### config.mk
export PLATFORM = sky130hd
export DESIGN_NAME = rf_wb_scheduler
export DESIGN_NICKNAME = d
export VERILOG_FILES = /design/src/rtl/rf_wb_scheduler.sv
export SDC_FILE = /design/constraint.sdc
export NUM_CORES = 1
export LEC_CHECK = 0
export CAP_MARGIN = 20
export CORE_MARGIN = 4
export CORE_UTILIZATION = 42
export DETAILED_ROUTE_END_ITERATION = 12
export PLACE_DENSITY = 0.78
export SLEW_MARGIN = 20
export SYNTH_ARGS = -nofsm -noshare
export SYNTH_HDL_FRONTEND = slang
export SYNTH_SLANG_ARGS = --single-unit
### constraint.sdc
create_clock -name clk -period 2.9 [get_ports clk]
set_input_delay 0.725 -clock clk [delete_from_list [all_inputs] [get_ports clk]]
set_output_delay 0.725 -clock clk [all_outputs]
set_load 0.02 [all_outputs]
### src/rtl/rf_wb_scheduler.sv
// Register-file write-port scheduler: arbitrates pipeline writeback against a
// long-latency unit and tracks pending long-latency destinations for issue hazards.
module rf_wb_scheduler #(
   parameter int XLEN       = 32,
   parameter int NREG       = 32,
   parameter int STARVE_MAX = 4,
   localparam int AW        = $clog2(NREG),
   localparam int CW        = $clog2(STARVE_MAX + 1)
) (
   input  logic            clk,
   input  logic            reset,
   input  logic            issue_valid,
   input  logic            issue_long,
   input  logic [AW-1:0]   issue_rd,
   input  logic [AW-1:0]   issue_rs1,
   input  logic [AW-1:0]   issue_rs2,
   output logic            stall,
   input  logic            pipe_wb_valid,
   input  logic [AW-1:0]   pipe_wb_rd,
   input  logic [XLEN-1:0] pipe_wb_data,
   input  logic            lu_valid,
   input  logic [AW-1:0]   lu_rd,
   input  logic [XLEN-1:0] lu_data,
   output logic            lu_ready,
   output logic            rf_we,
   output logic [AW-1:0]   rf_waddr,
   output logic [XLEN-1:0] rf_wdata,
   output logic [NREG-1:0] busy_mask,
   output logic            sb_err
);

   logic            rf_we_q, rf_we_d;
   logic [AW-1:0]   rf_waddr_q, rf_waddr_d;
   logic [XLEN-1:0] rf_wdata_q, rf_wdata_d;
   logic            src_lu_q, src_lu_d;
   logic [NREG-1:0] busy_q, busy_d;
   logic            sb_err_q, sb_err_d;
   logic [CW-1:0]   starve_q, starve_d;

   logic            lu_xfer;
   logic            starve_hit;
   logic            hazard;
   logic            issue_accept;
   logic [NREG-1:0] set_vec;
   logic [NREG-1:0] clr_vec;

   // Pipeline writeback cannot be held off, so it always owns the port when present.
   always_comb begin
      lu_ready     = lu_valid && !pipe_wb_valid;
      lu_xfer      = lu_valid && lu_ready;
      starve_hit   = (starve_q == CW'(STARVE_MAX));
      hazard       = ((issue_rs1 != '0) && busy_q[issue_rs1]) ||
                     ((issue_rs2 != '0) && busy_q[issue_rs2]) ||
                     ((issue_rd  != '0) && busy_q[issue_rd]);
      stall        = issue_valid && (hazard || starve_hit);
      issue_accept = issue_valid && !stall && issue_long && (issue_rd != '0);
   end

   // A busy bit clears only once the long-unit write is actually on the port.
   generate
      for (genvar gi = 0; gi < NREG; gi++) begin : g_busy
         assign set_vec[gi] = issue_accept && (issue_rd == AW'(gi));
         assign clr_vec[gi] = rf_we_q && src_lu_q && (rf_waddr_q == AW'(gi));
      end
   endgenerate

   always_comb begin
      rf_we_d    = 1'b0;
      rf_waddr_d = rf_waddr_q;
      rf_wdata_d = rf_wdata_q;
      src_lu_d   = 1'b0;
      if (pipe_wb_valid) begin
         rf_we_d    = (pipe_wb_rd != '0);
         rf_waddr_d = pipe_wb_rd;
         rf_wdata_d = pipe_wb_data;
      end else if (lu_xfer) begin
         rf_we_d    = (lu_rd != '0);
         rf_waddr_d = lu_rd;
         rf_wdata_d = lu_data;
         src_lu_d   = 1'b1;
      end

      busy_d   = (busy_q & ~clr_vec) | set_vec;
      sb_err_d = sb_err_q || (lu_xfer && (lu_rd != '0) && !busy_q[lu_rd]);

      if (!lu_valid || lu_xfer)
         starve_d = '0;
      else if (starve_hit)
         starve_d = starve_q;
      else
         starve_d = starve_q + CW'(1);
   end

   always_ff @(posedge clk or negedge reset) begin
      if (!reset) begin
         rf_we_q    <= 1'b0;
         rf_waddr_q <= '0;
         rf_wdata_q <= '0;
         src_lu_q   <= 1'b0;
         busy_q     <= '0;
         sb_err_q   <= 1'b0;
         starve_q   <= '0;
      end else begin
         rf_we_q    <= rf_we_d;
         rf_waddr_q <= rf_waddr_d;
         rf_wdata_q <= rf_wdata_d;
         src_lu_q   <= src_lu_d;
         busy_q     <= busy_d;
         sb_err_q   <= sb_err_d;
         starve_q   <= starve_d;
      end
   end

   assign rf_we     = rf_we_q;
   assign rf_waddr  = rf_waddr_q;
   assign rf_wdata  = rf_wdata_q;
   assign busy_mask = busy_q;
   assign sb_err    = sb_err_q;

endmodule

== Word level (Yosys, flattened, before mapping) ==
Index checks and enable logic that the tools add are counted.

* Bitwise logic cells: 3
* Equal/unequal tests: 64
* Reductions and logical operators: 93
* Add/sub/neg operators: 1
* Order comparisons: 4
* Mux-type cells: 18

{| class="wikitable"
|+ Operator list
! kind !! count
|-
| 5-bit == test, second input constant || 32
|-
| 5-bit by 4-bit == test with 1-bit output, second input constant || 16
|-
| 1-bit logical AND || 76
|-
| 32-bit 2-to-1 mux || 2
|-
| 5-bit by 3-bit == test with 1-bit output, second input constant || 8
|-
| 32-bit bitwise AND || 1
|-
| 32-bit NOT || 1
|-
| 32-bit OR || 1
|-
| 5-bit nonzero test || 5
|-
| 5-bit by 6-bit less-than comparator with 1-bit output, second input constant || 4
|-
| 1-bit binary-select mux with 5-bit select || 4
|-
| 5-bit by 2-bit == test with 1-bit output, second input constant || 4
|-
| 5-bit by 1-bit == test with 1-bit output, second input constant || 2
|-
| 5-bit zero test || 2
|-
| 5-bit 2-to-1 mux || 2
|-
| 1-bit 2-to-1 mux || 8
|-
| 3-bit 2-to-1 mux || 2
|-
| 1-bit logical OR || 5
|-
| 1-bit zero test || 4
|-
| 3-bit by 1-bit adder with 3-bit output, second input constant || 1
|-
| 3-bit == test, second input constant || 1
|-
| 2-bit by 1-bit != test with 1-bit output, second input constant || 1
|-
| 2-bit nonzero test || 1
|}

* Register bits: 75
* Word-level logic and storage cells: 190

== Longest topological paths before layout ==
Gate-level depths: netlist (run 1).

* Word-level depth: 13
* Depth in mapped cells: 9

== Worst setup path before layout (run 1) ==
No wires, ideal clock.

* Kind: in2out
* Start point: input issue_rs2[2]
* End point: output stall
* Setup slack: -0.210 ns
* Arrival time: 2.385 ns
* Buffers on the path: 3
* Stages on the path: 9
* Cells stage by stage: buf_2 -> buf_2 -> mux2_1 -> o22ai_1 -> a31oi_1 -> nand4b_1 -> nand4_1 -> buf_2 -> o31a_1

* Word-level cells in the longest chain between the ends: 7
* Elaborated cells on any way between the ends: 8
* Those cells by class: 2 x mux; 6 x reduce/logical

{| class="wikitable"
|+ RTL lines
! item !! RTL line !! RTL
|-
| start: declaration || 16 || <nowiki>input logic [AW-1:0] issue_rs2,</nowiki>
|-
| 1-bit binary-select mux with 5-bit select || 53 || <nowiki>((issue_rs2 != '0) && busy_q[issue_rs2]) ||</nowiki>
|-
| 1-bit 2-to-1 mux (implied by the code) || 53 ||
|-
| 1-bit logical AND * || 53 ||
|-
| 1-bit logical OR * || 52 || <nowiki>hazard = ((issue_rs1 != '0) && busy_q[issue_rs1]) ||</nowiki>
|-
| 1-bit logical OR * || 53 ||
|-
| 1-bit logical OR * || 55 || <nowiki>stall = issue_valid && (hazard || starve_hit);</nowiki>
|-
| 1-bit logical AND * || 55 ||
|-
| end: declaration || 17 || <nowiki>output logic stall,</nowiki>
|}

Mark *: on every way between the ends. The rest lies on a longest branch, timed or not. The select of a mux whose other input is x is not followed.

== Final worst setup path (run 1) ==
* Start point: input issue_rd[3]
* End point: output stall

* Word-level cells in the longest chain between the ends: 6
* Elaborated cells on any way between the ends: 7
* Those cells by class: 2 x mux; 5 x reduce/logical

{| class="wikitable"
|+ RTL lines
! item !! RTL line !! RTL
|-
| start: declaration || 14 || <nowiki>input logic [AW-1:0] issue_rd,</nowiki>
|-
| 1-bit binary-select mux with 5-bit select || 54 || <nowiki>((issue_rd != '0) && busy_q[issue_rd]);</nowiki>
|-
| 1-bit 2-to-1 mux (implied by the code) || 54 ||
|-
| 1-bit logical AND * || 54 ||
|-
| 1-bit logical OR * || 53 ||
|-
| 1-bit logical OR * || 55 ||
|-
| 1-bit logical AND * || 55 ||
|}

Marked as above.

==> impl_metrics.toml, run 1 <==
[cells_and_area]
final_area_um2 = 7600
diodes = 0
syn2layout_area_growth_pct = 56.5
nets = 820
drive_above_1_share_pct = 18.8

[power_and_ir_drop]
combPwrFrac_pct = 37.5
p_int_mw = 2.85
power.leakage_nw = 3.15
sequentialPowerShare_pct = 32.2
ir_drop_uv = 372
power_density_nw_per_um2 = 566
power_mw = 4.30
clkPwrFrac_pct = 30.2
p_switching_mw = 1.44
switching_share_pct = 33.6

[synth]
ys_seq_area_share_pct = 38.7
synth.avg_cell_area_um2 = 9.54
synthFlopType = "dfrtp_1"
synth_async_sr_flop_share_pct = 100
yosys_register_bits = 75
netlist_instances = 509
synthTopCellsByCount = "mux2i_1, dfrtp_1, o21ai_0"
ys_warn_count = 0
synth_top_area_cell = "dfrtp_1"
yosysMostFrequentCell = "mux2i_1"
yosysTopAreaCellShare_pct = 38.7
synthesis.nets = 606
synth_cell_types = 48
synth_area_leaders = "dfrtp_1, mux2i_1, o21ai_0"
syn_area_um2 = 4850
synth-edff-count = 0

[cts]
cts_htree_levels = 3
root_buffer = "clkbuf_16"
path_clk_slew_ns = 0.06
cts_sinks = 75
clock_path_buffers = 2
hold_buffers = 0
cts_buffers = 9
clk_latency_ns = 0.33
cts_tree = "yes"

[setup_path]
crit_path_max_incr_delay_ns = 0.39
endpoint_kind = "primary output"
crit_path_top_delay_cell = "clkdlybuf4s15_1"
crit_type = "input pin to primary output"
critPathMaxFanout = 7
cp_cell_sequence = "clkdlybuf4s15_1 > buf_4 > a311oi_1 > and3_1 > a31oi_2 > nand2_1 > o31a_1 > buf_6"
cp.required_ns = 2.17
critical_path_cell_count = 8
r2r-start = "busy_mask[6]"
crit_buf_inv = 3
critPathLaunchType = "input pin"
rr_worst_depth = 7
crit_start = "issue_rd[3]"
arrival_ns = 2.37
cp_top_family = "buffers and inverters"

[global_route]
grt_util_all_layers_pct = 27.5
grt_pass1_vias = 5286
antenna_found_initial = 0
overflow = 0
grt_pass1_wl_mm = 28.2
grt_max_degree = 77

[sta]
rsz0062_at_grt = "yes"
slew_headroom_pct = 57.3
fmax_ghz = 0.323
setup_ws_ns = -0.194
worst-slew-pin-transition_ns = 0.636
worst_clock_skew_ns = 0.00663
fin_crit_ns = 3.09
hold_violations = 0
whs_ns = 0.338
setup_viol = 1
setup_tns_ns = -0.194
slew_violations = 0
finalCritPeriodShare_pct = 107

[run_status]
status = "complete, but fails checks"
violations = "setup timing"

[floorplan]
core_area_um2 = 11100
dieArea_um2 = 13300
ios = 168
num_rows = 38
die_h_um = 115
die_w_um = 115
start_util_pct = 43.8

[placed_design]
dpl_cell_area_um2 = 7070
gp_congestion = 0.989
port_buffers = 167
place_ws_ns = -1.02
hpwl_mm = 14.0

[routing]
routedWlPerCell_um = 21.3
initialDrtViolationCount = 426
drc = 0
ant_nets = 0
wirelength_mm = 18.5
dr.pass1.iters = 5
vias_per_cell = 5.98
vias = 5192

[job]
maxCapViolCount = 0

[hold_path]
hold_path_class = "input pin to async pin"
## state kept, by name (all words and copies together) (netlist names)
signal     count
busy_mask     32
rf_waddr       5
rf_wdata      32
rf_we          1
sb_err         1
src_lu_q       1
starve_q       3
## path summary, 6_finish.rpt
path | slack (ns) | to
worst min register to register | 0.48 | sb_err
worst max register to register | 0.53 | busy_mask[25]
worst min-delay path | 0.34 | rf_wdata[27]
min in group clk | 0.48 | sb_err
worst max-delay path | -0.19 | stall
max in group asynchronous | 1.80 | busy_mask[17]
## power by group through the flow
stage                     Combinational, mW  Sequential [mW]  Clock, mW
after detailed placement               1.56             1.39          0
after global routing                   1.70             1.40       1.36
after floorplan                       0.541             1.55          0
final                                  1.61             1.38       1.30
after global placement                 1.53             1.39          0
after CTS                              1.59             1.37       1.32
## cells by family after synthesis
family / share of synthesized area (%)
adders and majority gates: 0.516
muxes: 22.4
buffers and inverters: 4.02
and+or+nand+nor: 17.3
xor gates and xnor gates: 0.180
DFF: 38.7
AOI/OAI and AO/OA: 16.9
## worst register-to-register path, stage by stage, from the launching register on
cell      delay [ns]
dfrtp_1         0.40
mux4_2          0.47
nor2b_4         0.14
a211oi_2        0.14
a2111o_1        0.14
nand4_2         0.09
buf_4           0.25
o41ai_1         0.58
## cells in the final DEF, fill, tap and decap left out, types with 3 or more instances in the layout
cell type,n
nor2b_4,3
a22o_1,3
buf_4,64
mux2_2,4
clkdlybuf4s50_1,151
clkbuf_16,10
clkbuf_2,4
o21ai_0,70
a22oi_1,6
a21oi_1,5
nand3_1,19
nand2b_1,7
nor3_1,4
o31ai_1,27
and3_1,8
buf_2,6
and2_1,4
nor2_1,10
mux2i_1,74
inv_1,4
bufinv_16,3
nor2b_2,4
buf_6,4
nand2_1,60
nand3b_1,4
nand4_1,22
nor2b_1,6
mux4_2,12
buf_12,6
dfrtp_1,75
or3_1,4
## metrics by stage
| stage | utilization, % | cells |
|---|---|---|
| 2_1_floorplan | - | 509 |
| 3_3_place_gp | 63.8 | 840 |
| 3_5_place_dp | 63.8 | 840 |
| 4_1_cts | 68.4 | 867 |
| 5_1_grt | 68.6 | 868 |
| 6_report | 68.6 | 868 |
## final cells by class
| type | instances | area (um2) |
|---|---|---|
| clock buffer | 10 | 229 |
| clock inverter | 6 | 113 |
| fill | 836 | 3480 |
| inverter | 4 | 15.0 |
| multi-input combinational | 390 | 2840 |
| sequential | 75 | 1880 |
| tap | 140 | 175 |
| timing repair buffer | 243 | 2350 |
## metal layers
metal	GRT usage, %	part of all wire, %
met1	33.7	38
met2	42.6	46
met3	8.62	11
met4	16.2	5.3
met5	0	0
## repair_timing
| action | in CTS | in global routing |
|---|---|---|
| gates resized for setup | 46 | 16 |
| gates cloned | 3 | 1 |
| endpoints found under the setup margin | 2 | 1 |
| buffers inserted | 8 | 0 |
| pin swaps | 9 | 8 |
Note: power is estimated with default switching activity, not from simulation.
==> run 2: changes to the inputs <==
CORE_UTILIZATION = 32   (was 42)
GPL_TIMING_DRIVEN = 0   (was not set)
PLACE_DENSITY = not set   (was 0.78)
==> run 2 against run 1 <==
Effect of this change:
- the flow still finishes with violations (setup timing)
- first-iteration DRC count fell by 38%
- register-to-register slack got worse by 0.27 ns
- worst setup slack lost 0.053 ns
- sequential share of layout area up 1.3 points
- combinational power decreased by 13%
- critical path type unchanged
- critical endpoint unchanged
- largest power group is now sequential cells
==> impl_metrics.toml, run 2 (same netlist as run 1, synthesis figures left out) <==
[placed_design]
dp_cells = 854
port_buffers = 160
hpwl_mm = 14.2
gp_congestion = 0.908
place_ws_ns = -1.36

[setup_path]
crit_type = "input pin to primary output"
crit_start = "issue_rd[0]"
arrival_ns = 2.42
critPathCapture = "stall"
cp_cell_sequence = "clkdlybuf4s15_2 > buf_6 > mux2i_1 > a311oi_1 > and3_1 > a31oi_4 > nand2_1 > o31a_1 > buf_6"
critical_path_cell_count = 9
rr_endpoint = "busy_mask[14]"
critPathLaunchType = "input pin"
rr_worst_depth = 10
cp.required_ns = 2.17
crit_path_max_incr_delay_ns = 0.32
crit_buf_inv = 3
crit_path_top_delay_cell = "o31a_1"
path_common_cell = "buf_6"
endpoint_kind = "primary output"
r2r-start = "busy_mask[2]"
rrSetupSlack_ns = 0.26
critPathMaxFanout = 5
cp_top_family = "compound AO/OA/AOI/OAI gates"

[routing]
wirelength_mm = 18.7
drc = 0
ant_nets = 0
vias = 4968
routedWlPerCell_um = 21.3
dr.pass1.iters = 5
vias_per_cell = 5.64
initialDrtViolationCount = 264

[global_route]
grt.met1_usage_pct = 25.9
grt_max_degree = 52
grt_busiest_layer = "met2"
grt_util_all_layers_pct = 21.4
overflow = 0
antenna_found_initial = 0
grt_pass1_vias = 5391
grtUsageMet2_pct = 35.6
grt_pass1_wl_mm = 29.9
grt_use_met3_pct = 6.08

[sta]
fin_crit_ns = 3.15
setup_viol = 1
setup_ws_ns = -0.247
fmax_ghz = 0.318
whs_ns = 0.295
rsz0062_at_grt = "yes"
worst-slew-pin-transition_ns = 0.783
slew_violations = 0
slew_headroom_pct = 47.8
hold_violations = 0
setup_tns_ns = -0.247
finalCritPeriodShare_pct = 109
worst_clock_skew_ns = 0.00984

[floorplan]
core_area_um2 = 14700
dieArea_um2 = 17200
start_util_pct = 33.0
die_h_um = 131
die_w_um = 131
num_rows = 44
ios = 168

[cells_and_area]
final_common_cell = "clkdlybuf4s50_1"
diodes = 0
fillers = 1389
syn2layout_area_growth_pct = 48.7
nets = 789
fin_util_pct = 49.1
final_cells = 881
drive_above_1_share_pct = 12.9
layout_common_cells = "clkdlybuf4s50_1, mux2i_1, dfrtp_1"

[cts]
cts_tree = "yes"
clk_latency_ns = 0.34
clock_path_buffers = 2
path_clk_slew_ns = 0.05
root_buffer = "clkbuf_16"
hold_buffers = 0
cts_htree_levels = 3
cts_sinks = 75
cts_buffers = 9

[power_and_ir_drop]
ir_drop_uv = 219
power_density_nw_per_um2 = 548
power.leakage_nw = 2.87

[run_status]
violations = "setup timing"
status = "complete, but fails checks"

[job]
maxCapViolCount = 0

[hold_path]
hold_path_class = "input pin to async pin"
run 2: repair_timing:
| action | CTS | global route |
|---|---|---|
| gates resized for setup | 61 | 7 |
| pin swaps | 4 | 6 |
| endpoints found under the hold margin | 0 | 0 |
| endpoints found under the setup margin | 5 | 1 |
| cloned | 1 | 0 |
| buffers inserted | 9 | 2 |
run 2: area by class of cell:
type | instances | area (um2) | area share, %
Inverter | 4 | 15.0 | 0.208
Tap cell | 184 | 230 | 3.19
Timing Repair Buffer | 173 | 1710 | 23.7
Multi-Input combinational cell | 390 | 2850 | 39.5
Buffer | 39 | 240 | 3.33
Clock inverter | 5 | 35.0 | 0.485
Clock buffer | 11 | 253 | 3.50
Sequential cell | 75 | 1880 | 26.0
run 2: through the flow:
stage               power, mW  area, um2
finish                   3.95       7220
floorplan                2.09       4880
detailed placement       2.83       6740
CTS                      3.96       7210
global route             4.13       7220
global placement         2.80       6720
run 2: how the worst min path moves through the flow:
stage / to / slack [ns] / cells after the start
6_report: rf_wdata[15] / 0.30 / 1
5_1_grt: rf_wdata[15] / 0.32 / 1
2_1_floorplan: busy_mask[0] / 0.43 / 0
4_1_cts: rf_wdata[15] / 0.30 / 1
3_5_place_dp: sb_err / 0.49 / 1
3_3_place_gp: sb_err / 0.48 / 1
run 2: report_power, final:
part / internal [mW] / leakage [nW] / total [mW] / switching (mW)
logic: 0.705 / 1.89 / 1.40 / 0.699
clock network: 0.628 / 0.142 / 1.09 / 0.459
registers: 1.20 / 0.841 / 1.46 / 0.263
run 2: layer usage:
metal  wire, um  vias to the layer above  share of wire, %
li1           -                     2277                 -
met4        722                        0               3.9
met5          0                        -                 0
met1       7640                     2378                41
met2       8790                      265                47
met3       1580                       48               8.4
